File: config.mk
export PLATFORM = sky130hd
export DESIGN_NAME = serial_word_feeder
export DESIGN_NICKNAME = d
export VERILOG_FILES = /design/src/rtl/serial_word_feeder.sv
export SDC_FILE = /design/constraint.sdc
export NUM_CORES = 1
export LEC_CHECK = 0
export CAP_MARGIN = 30
export CORE_AREA = 2 2 43 45
export CTS_BUF_LIST = sky130_fd_sc_hd__clkbuf_8
export DETAILED_ROUTE_END_ITERATION = 10
export DIE_AREA = 0 0 45 47
export GPL_ROUTABILITY_DRIVEN = 0
export PLACE_DENSITY = 0.66
export SLEW_MARGIN = 40
export SYNTH_ARGS = -nofsm -noshare
export SYNTH_HDL_FRONTEND = slang
export SYNTH_SLANG_ARGS = --single-unit
File: constraint.sdc
create_clock -name clk_i -period 4.3 [get_ports clk_i]
set_input_delay 0.43 -clock clk_i [delete_from_list [all_inputs] [get_ports clk_i]]
set_output_delay 0.43 -clock clk_i [all_outputs]
set_load 0.02 [all_outputs]
File: src/rtl/serial_word_feeder.sv
// rtl/serial_word_feeder.sv - parallel-in, MSB-first serial-out word feeder for a bit-serial mod-3 FSM
//
// Optional build macro: INTERWORD_GAP_EN
//   undefined : back-to-back words, load_ready also high on the last bit of a word
//   defined   : load_ready only in IDLE, forcing one ser_valid=0 cycle after every frame_end

module serial_word_feeder #(
  parameter int WIDTH = 8
) (
  input  logic             clk_i,
  input  logic             rst_i,
  input  logic             load_valid_i,
  input  logic [WIDTH-1:0] load_data_i,
  output logic             load_ready_o,
  output logic             ser_out_o,
  output logic             ser_valid_o,
  output logic             frame_start_o,
  output logic             frame_end_o,
  output logic             busy_o
);

  localparam int CW = (WIDTH > 1) ? $clog2(WIDTH) : 1;
  localparam logic [CW-1:0] LAST_CNT = CW'(WIDTH - 1);

  typedef enum logic {
    IDLE  = 1'b0,
    SHIFT = 1'b1
  } state_t;

  state_t           state_q;
  logic [WIDTH-1:0] shreg_q;
  logic [WIDTH-1:0] shreg_d;
  logic [CW-1:0]    cnt_q;
  logic [CW-1:0]    cnt_d;
  logic             ser_valid_q;
  logic             frame_start_q;
  logic             frame_end_q;
  logic             busy_q;
  logic             last_bit;
  logic             ready;
  logic             take;

  // The MSB of the shift register is the live serial bit; it is cleared in IDLE so ser_out reads 0 there.
  assign ser_out_o     = shreg_q[WIDTH-1];
  assign ser_valid_o   = ser_valid_q;
  assign frame_start_o = frame_start_q;
  assign frame_end_o   = frame_end_q;
  assign busy_o        = busy_q;

  // Next shift-register contents and bit counter while a word is streaming.
  always_comb begin
    shreg_d  = {shreg_q[WIDTH-2:0], 1'b0};
    cnt_d    = cnt_q + CW'(1);
    last_bit = (state_q == SHIFT) && (cnt_q == LAST_CNT);
`ifdef INTERWORD_GAP_EN
    ready    = (state_q == IDLE);
`else
    ready    = (state_q == IDLE) || last_bit;
`endif
  end

  // load_ready is the only combinational output; it is held low while reset is asserted.
  assign load_ready_o = ready && !rst_i;
  assign take         = load_valid_i && load_ready_o;

  // Control FSM with registered serial outputs; a handshake always starts a fresh word at k=0.
  always_ff @(posedge clk_i or posedge rst_i) begin
    if (rst_i) begin
      state_q       <= IDLE;
      shreg_q       <= '0;
      cnt_q         <= '0;
      ser_valid_q   <= 1'b0;
      frame_start_q <= 1'b0;
      frame_end_q   <= 1'b0;
      busy_q        <= 1'b0;
    end else begin
      frame_start_q <= 1'b0;
      frame_end_q   <= 1'b0;
      if (take) begin
        state_q       <= SHIFT;
        shreg_q       <= load_data_i;
        cnt_q         <= '0;
        ser_valid_q   <= 1'b1;
        busy_q        <= 1'b1;
        frame_start_q <= 1'b1;
      end else if ((state_q == SHIFT) && !last_bit) begin
        shreg_q       <= shreg_d;
        cnt_q         <= cnt_d;
        frame_end_q   <= (cnt_d == LAST_CNT);
      end else if (last_bit) begin
        state_q       <= IDLE;
        shreg_q       <= '0;
        cnt_q         <= '0;
        ser_valid_q   <= 1'b0;
        busy_q        <= 1'b0;
      end
    end
  end

endmodule
==> flow_summary.json, run 1 <==
{
  "cts_root_buf": "clkbuf_8",
  "r2r_start": "cnt_q[0]",
  "leakage_nw": 0.394,
  "final_nets": 81,
  "ff2ff_path_depth": 5,
  "status": "completed",
  "drt_first_pass_iters": 3,
  "crit_path_cell_trace": "ha_1 > ha_1 > and2b_4 > nor2_1 > clkdlybuf4s50_1",
  "cts-htree-levels": 1,
  "ys_types": 18,
  "grt_util_met3_pct": 2.31,
  "hold_viol_final": 0,
  "fmax_ghz": 0.428,
  "finalClockSkew_ns": 0.00302,
  "drive_gt1_share_pct": 10.8,
  "tns_ns": 0,
  "crit_top_cell": "ha_1",
  "seq_area_frac_synth_pct": 56.0,
  "cp-end-kind": "primary output",
  "synth_area_per_cell_um2": 12.8,
  "synth_cells": 49,
  "n_antenna_cell": 0,
  "coreArea_um2": 1650,
  "io_buffers": 16,
  "r2r_slack_ns": 2.54,
  "worstSetupPathType": "reg2out",
  "grt_max_degree": 15,
  "cts_setup_buffers": 0,
  "die-height_um": 47,
  "setup_viol": 0,
  "drt-vias-per-instance": 5.27,
  "use_met2_pct": 18.9,
  "cts_resized": 0,
  "cts_tree": "built",
  "hold_class": "reg2reg",
  "place_area_um2": 783,
  "post-route-period-util_pct": 54.3,
  "rows": 15,
  "ioPinCount": 17,
  "grt_use_total_pct": 11.4,
  "hold_end": "shreg_q[5]",
  "drc": 0,
  "cts_buffers": 3,
  "post-route-util_pct": 49.9,
  "crit_arrival_ns": 1.91,
  "clk_latency_ns": 0.24,
  "finalMaxSlewViolations": 0,
  "slowest_stage": "clkdlybuf4s50_1",
  "max_cap_viol_count": 0,
  "top_usage_layer": "met2",
  "ys_warn_count": 0,
  "tightest_slew_ns": 0.626,
  "grt_pass1_vias": 392,
  "dieArea_um2": 2120,
  "holdPathStages": 1,
  "ant_nets": 0,
  "finalCriticalPeriod_ns": 2.34,
  "synthesis.area_um2": 626,
  "clk_pin_slew_ns": 0.06,
  "peakVddDrop_uv": 285,
  "rr_endpoint": "shreg_q[6]",
  "clock_path_buffers": 2,
  "clock_sinks": 14,
  "drt-total-wl_um": 1160,
  "start_util_pct": 37.9,
  "grt_pass1_wl_um": 1660,
  "via_count": 432,
  "area_growth_syn_to_layout_pct": 31.8,
  "antenna_found_initial": 0,
  "ys_ff_latch": 14,
  "crit_required_ns": 3.87,
  "die_w_um": 45,
  "critPathMaxFanout": 14,
  "timing.slew.headroom_pct": 58.2,
  "stdcell_area_um2": 825,
  "dr.first_iter.drc_count": 10,
  "layout_commonest_cell": "clkdlybuf4s50_1",
  "rsz0062_at_grt": "no",
  "mostFrequentLayoutCells": "clkdlybuf4s50_1 (16), dfrtp_1 (14), and2_1 (7), a221o_1 (7)",
  "postCtsHoldBufs": 0,
  "start_kind": "flip-flop",
  "grt_util_met1_pct": 14.4,
  "gr-total-overflow": 0,
  "min_from": "shreg_q[5]",
  "cpPeakStageDelay_ns": 0.53,
  "drt-wirelength-per-cell_um": 14.1,
  "syn_nets": 63,
  "power_density_nw_per_um2": 673
}
[report_power, final]
part           internal (W)  switching, W
Sequential         0.000181     0.0000326
Clock             0.0000618     0.0000434
Combinational      0.000126      0.000110
Total              0.000369      0.000186
[logic make-up after synthesis]
group                      synth area share (%)
adders and majority gates                  6.00
AOI/OAI and AO/OA                          15.2
DFF                                        56.0
buffers and inverters                      5.60
and+or+nand+nor                            15.4
muxes                                      1.80
[sequential cells by signal (all words and copies together), names as in the netlist]
name           flops
frame_end_o        1
cnt_q              3
busy_o             1
shreg_q            8
frame_start_o      1
[Yosys cell counts (all sizes together)]
cell type | instances | area share, %
a21o | 1 | 1.2
a221o | 7 | 11
a22o | 2 | 2.8
and2 | 7 | 7.0
and2b | 1 | 1.6
and3 | 1 | 1.0
buf | 3 | 3.8
dfrtp | 14 | 56
ha | 3 | 6.0
inv | 3 | 1.8
mux2 | 1 | 1.8
nor2 | 2 | 1.6
nor2b | 2 | 2.0
nor3b | 1 | 1.2
or2 | 1 | 1.0
[metal layers]
layer,routed length (µm),share of wire (%),up-vias
li1,-,-,208
met1,548,47,211
met2,558,48,13
met3,51,4.4,0
met4,0,0,0
met5,0,0,-
[worst max-delay path by stage]
stage | start | to | slack (ns) | cells after the start
floorplan | cnt_q[0] | load_ready_o | 2.64 | 5
global placement | cnt_q[0] | load_ready_o | 2.23 | 5
detailed placement | load_valid_i | shreg_q[3] | 2.19 | 4
CTS | cnt_q[0] | load_ready_o | 1.95 | 5
global route | cnt_q[0] | load_ready_o | 1.89 | 5
finish | cnt_q[0] | load_ready_o | 1.96 | 5
[final cells by class]
class                      instances  area [µm²]
clock buffer                       3        41.3
timing repair buffer              16         160
inverter                           3        11.3
sequential                        14         350
multi-input combinational         29         240
tap                               17        21.3
fill                             155         827
[metrics by stage]
stage | hold WS [ns] | power (W) | std cells | worst slack [ns]
floorplan | 0.319 | 0.000380 | 49 | 2.64
global placement | 0.487 | 0.000445 | 79 | 2.23
detailed placement | 0.494 | 0.000454 | 79 | 2.19
CTS | 0.509 | 0.000562 | 82 | 1.95
global route | 0.527 | 0.000589 | 82 | 1.89
finish | 0.502 | 0.000555 | 82 | 1.96
[worst max-delay path: cells and delay by family, from the launching register on]
family                     cells  cell delay [ns]
adders and majority gates      2             0.36
buffers and inverters          1             0.53
DFF                            1             0.39
and+or+nand+nor                2             0.37
Note: power is estimated with default switching activity, not from simulation.
==> inputs of run 2 (changes only) <==
--- a/config.mk
+++ b/config.mk
@@ -11,7 +11,7 @@
 export DETAILED_ROUTE_END_ITERATION = 10
 export DIE_AREA = 0 0 45 47
 export GPL_ROUTABILITY_DRIVEN = 0
-export PLACE_DENSITY = 0.66
+export PLACE_DENSITY = 0.68
 export SLEW_MARGIN = 40
 export SYNTH_ARGS = -nofsm -noshare
 export SYNTH_HDL_FRONTEND = slang
==> constraint.sdc (replaced) <==
create_clock -name clk_i -period 2 [get_ports clk_i]
set_input_delay 0.2 -clock clk_i [delete_from_list [all_inputs] [get_ports clk_i]]
set_output_delay 0.2 -clock clk_i [all_outputs]
set_load 0.02 [all_outputs]
==> run 2 against run 1 <==
Effect of this change:
- first-iteration DRC count shrank 40%
- sequential power grew 110%
- utilization increased by 1.3 points
- clock-buffer cell count stayed put
- sequential cell count did not move
- sequential share of layout area is 1.1 points lower
- register-to-register slack got worse by 2.3 ns
- global-route usage up 0.48 points
- die area did not move
- non-clock buffer count is 3 higher
- critical path type unchanged
- largest cell class unchanged
- largest power group unchanged
==> flow_summary.json, run 2 (synthesis results as in run 1) <==
{
  "reg_top3": "shreg_q x8, cnt_q x3",
  "max_cap_viol_count": 0,
  "dieArea_um2": 2120,
  "coreArea_um2": 1650,
  "slowest_stage": "dfrtp_1",
  "area_growth_syn_to_layout_pct": 35.2,
  "cts-htree-levels": 1,
  "crit_top_cell": "ha_1",
  "finalMaxSlewViolations": 0,
  "grt_use_total_pct": 11.9,
  "via_count": 442,
  "drt-wirelength-per-cell_um": 12.6,
  "tightest_slew_ns": 0.523,
  "cpPeakStageDelay_ns": 0.40,
  "die-height_um": 47,
  "cts_buffers": 3,
  "cts_tree": "built",
  "leakage_nw": 0.412,
  "drt_first_pass_iters": 2,
  "final_nets": 84,
  "setup_viol": 0,
  "clk_latency_ns": 0.24,
  "drt-vias-per-instance": 5.20,
  "crit_arrival_ns": 1.65,
  "dr.first_iter.drc_count": 6,
  "whs_ns": 0.353,
  "mostFrequentLayoutCells": "clkdlybuf4s50_1 (15), dfrtp_1 (14), and2_1 (7), a221o_1 (7)",
  "critPathMaxFanout": 5,
  "nFillCells": 158,
  "status": "completed",
  "antenna_found_initial": 0,
  "ioPinCount": 17,
  "clock_sinks": 14,
  "post-route-period-util_pct": 92.3,
  "timing.slew.headroom_pct": 65.1,
  "crit_path_cell_trace": "ha_1 > ha_1 > and2b_4 > nor2_1 > dlygate4sd2_1",
  "start_kind": "flip-flop",
  "dpl.hpwl_um": 758,
  "power_density_nw_per_um2": 1450,
  "peakVddDrop_uv": 870,
  "n_antenna_cell": 0,
  "worstSetupPathType": "reg2out",
  "drt-total-wl_um": 1070,
  "gr-total-overflow": 0,
  "grt_max_degree": 15,
  "fmax_ghz": 0.542,
  "layout_commonest_cell": "clkdlybuf4s50_1",
  "rows": 15,
  "regMostFlops": "shreg_q",
  "grt_pass1_wl_um": 1670,
  "tns_ns": 0,
  "hold_class": "in2async",
  "hold_viol_final": 0,
  "cts_root_buf": "clkbuf_8",
  "crit_buf_inv": 1,
  "grt_pass1_vias": 367,
  "finalClockSkew_ns": 0.00169,
  "crit_required_ns": 1.80,
  "postCtsHoldBufs": 0,
  "io_buffers": 16,
  "drc": 0,
  "die_w_um": 45,
  "finalCriticalPeriod_ns": 1.85,
  "post-route-util_pct": 51.2,
  "clock_path_buffers": 2,
  "rsz0062_at_grt": "no",
  "drive_gt1_share_pct": 14.7,
  "start_util_pct": 37.9,
  "ant_nets": 0,
  "largest_reg_flops": 8,
  "cp-end-kind": "primary output",
  "cpLargestDelayFamily": "flip-flops",
  "clk_pin_slew_ns": 0.06
}
[run 2: worst register-to-register path, delay by kind of cell, from the launching register on]
family          cells  cell delay (ns)
simple gates        2             0.32
compound gates      1             0.35
flops               1             0.40
fa+ha+maj           2             0.38
buf+inv             1             0.16
[run 2: per-layer routing]
layer / track usage (%) / share of wire (%)
met1: 15.6 / 50
met2: 15.4 / 42
met3: 6.15 / 6.5
met4: 7.06 / 1.7
met5: 0 / 0
[run 2: what timing repair did]
item | in CTS | in global routing
setup endpoints to repair | 1 | 1
endpoints found under the hold margin | 0 | 0
resized for setup | 1 | 0
setup buffers | 0 | 2
[run 2: area by class of cell]
cell class,instances,area (µm²),area share (%)
clock buffers,3,41.3,4.88
inverters,3,11.3,1.33
multi-input cells,29,240,28.4
flip-flops and latches,14,350,41.4
well taps,17,21.3,2.51
repair buffers,19,181,21.4
[run 2: power by group]
group	total (W)	switching (W)	internal [W]	leakage [nW]
Sequential	0.000458	0.0000677	0.000390	0.182
Combinational	0.000542	0.000239	0.000302	0.209
Clock	0.000229	0.0000959	0.000133	0.0216
[run 2: final timing paths]
kind,to,slack [ns],startpoint,depth (start not counted)
worst min-delay path,shreg_q[2],0.35,rst_i,2
worst max-delay path,load_ready_o,0.15,cnt_q[0],5
max in group asynchronous,cnt_q[1],1.30,rst_i,2
min in group clk_i,shreg_q[6],0.50,shreg_q[6],1
worst min register to register,shreg_q[6],0.50,shreg_q[6],1
worst max register to register,shreg_q[6],0.28,cnt_q[0],6
[run 2: metrics by stage]
stage               worst slack [ns]  cell area [µm²]  std cells  power, W
global route                  0.0777              846         85   0.00130
CTS                           0.0775              831         83   0.00120
global placement               0.161              791         80  0.000962
finish                         0.155              846         85   0.00123
detailed placement             0.125              791         80  0.000973
floorplan                      0.407              626         49  0.000818
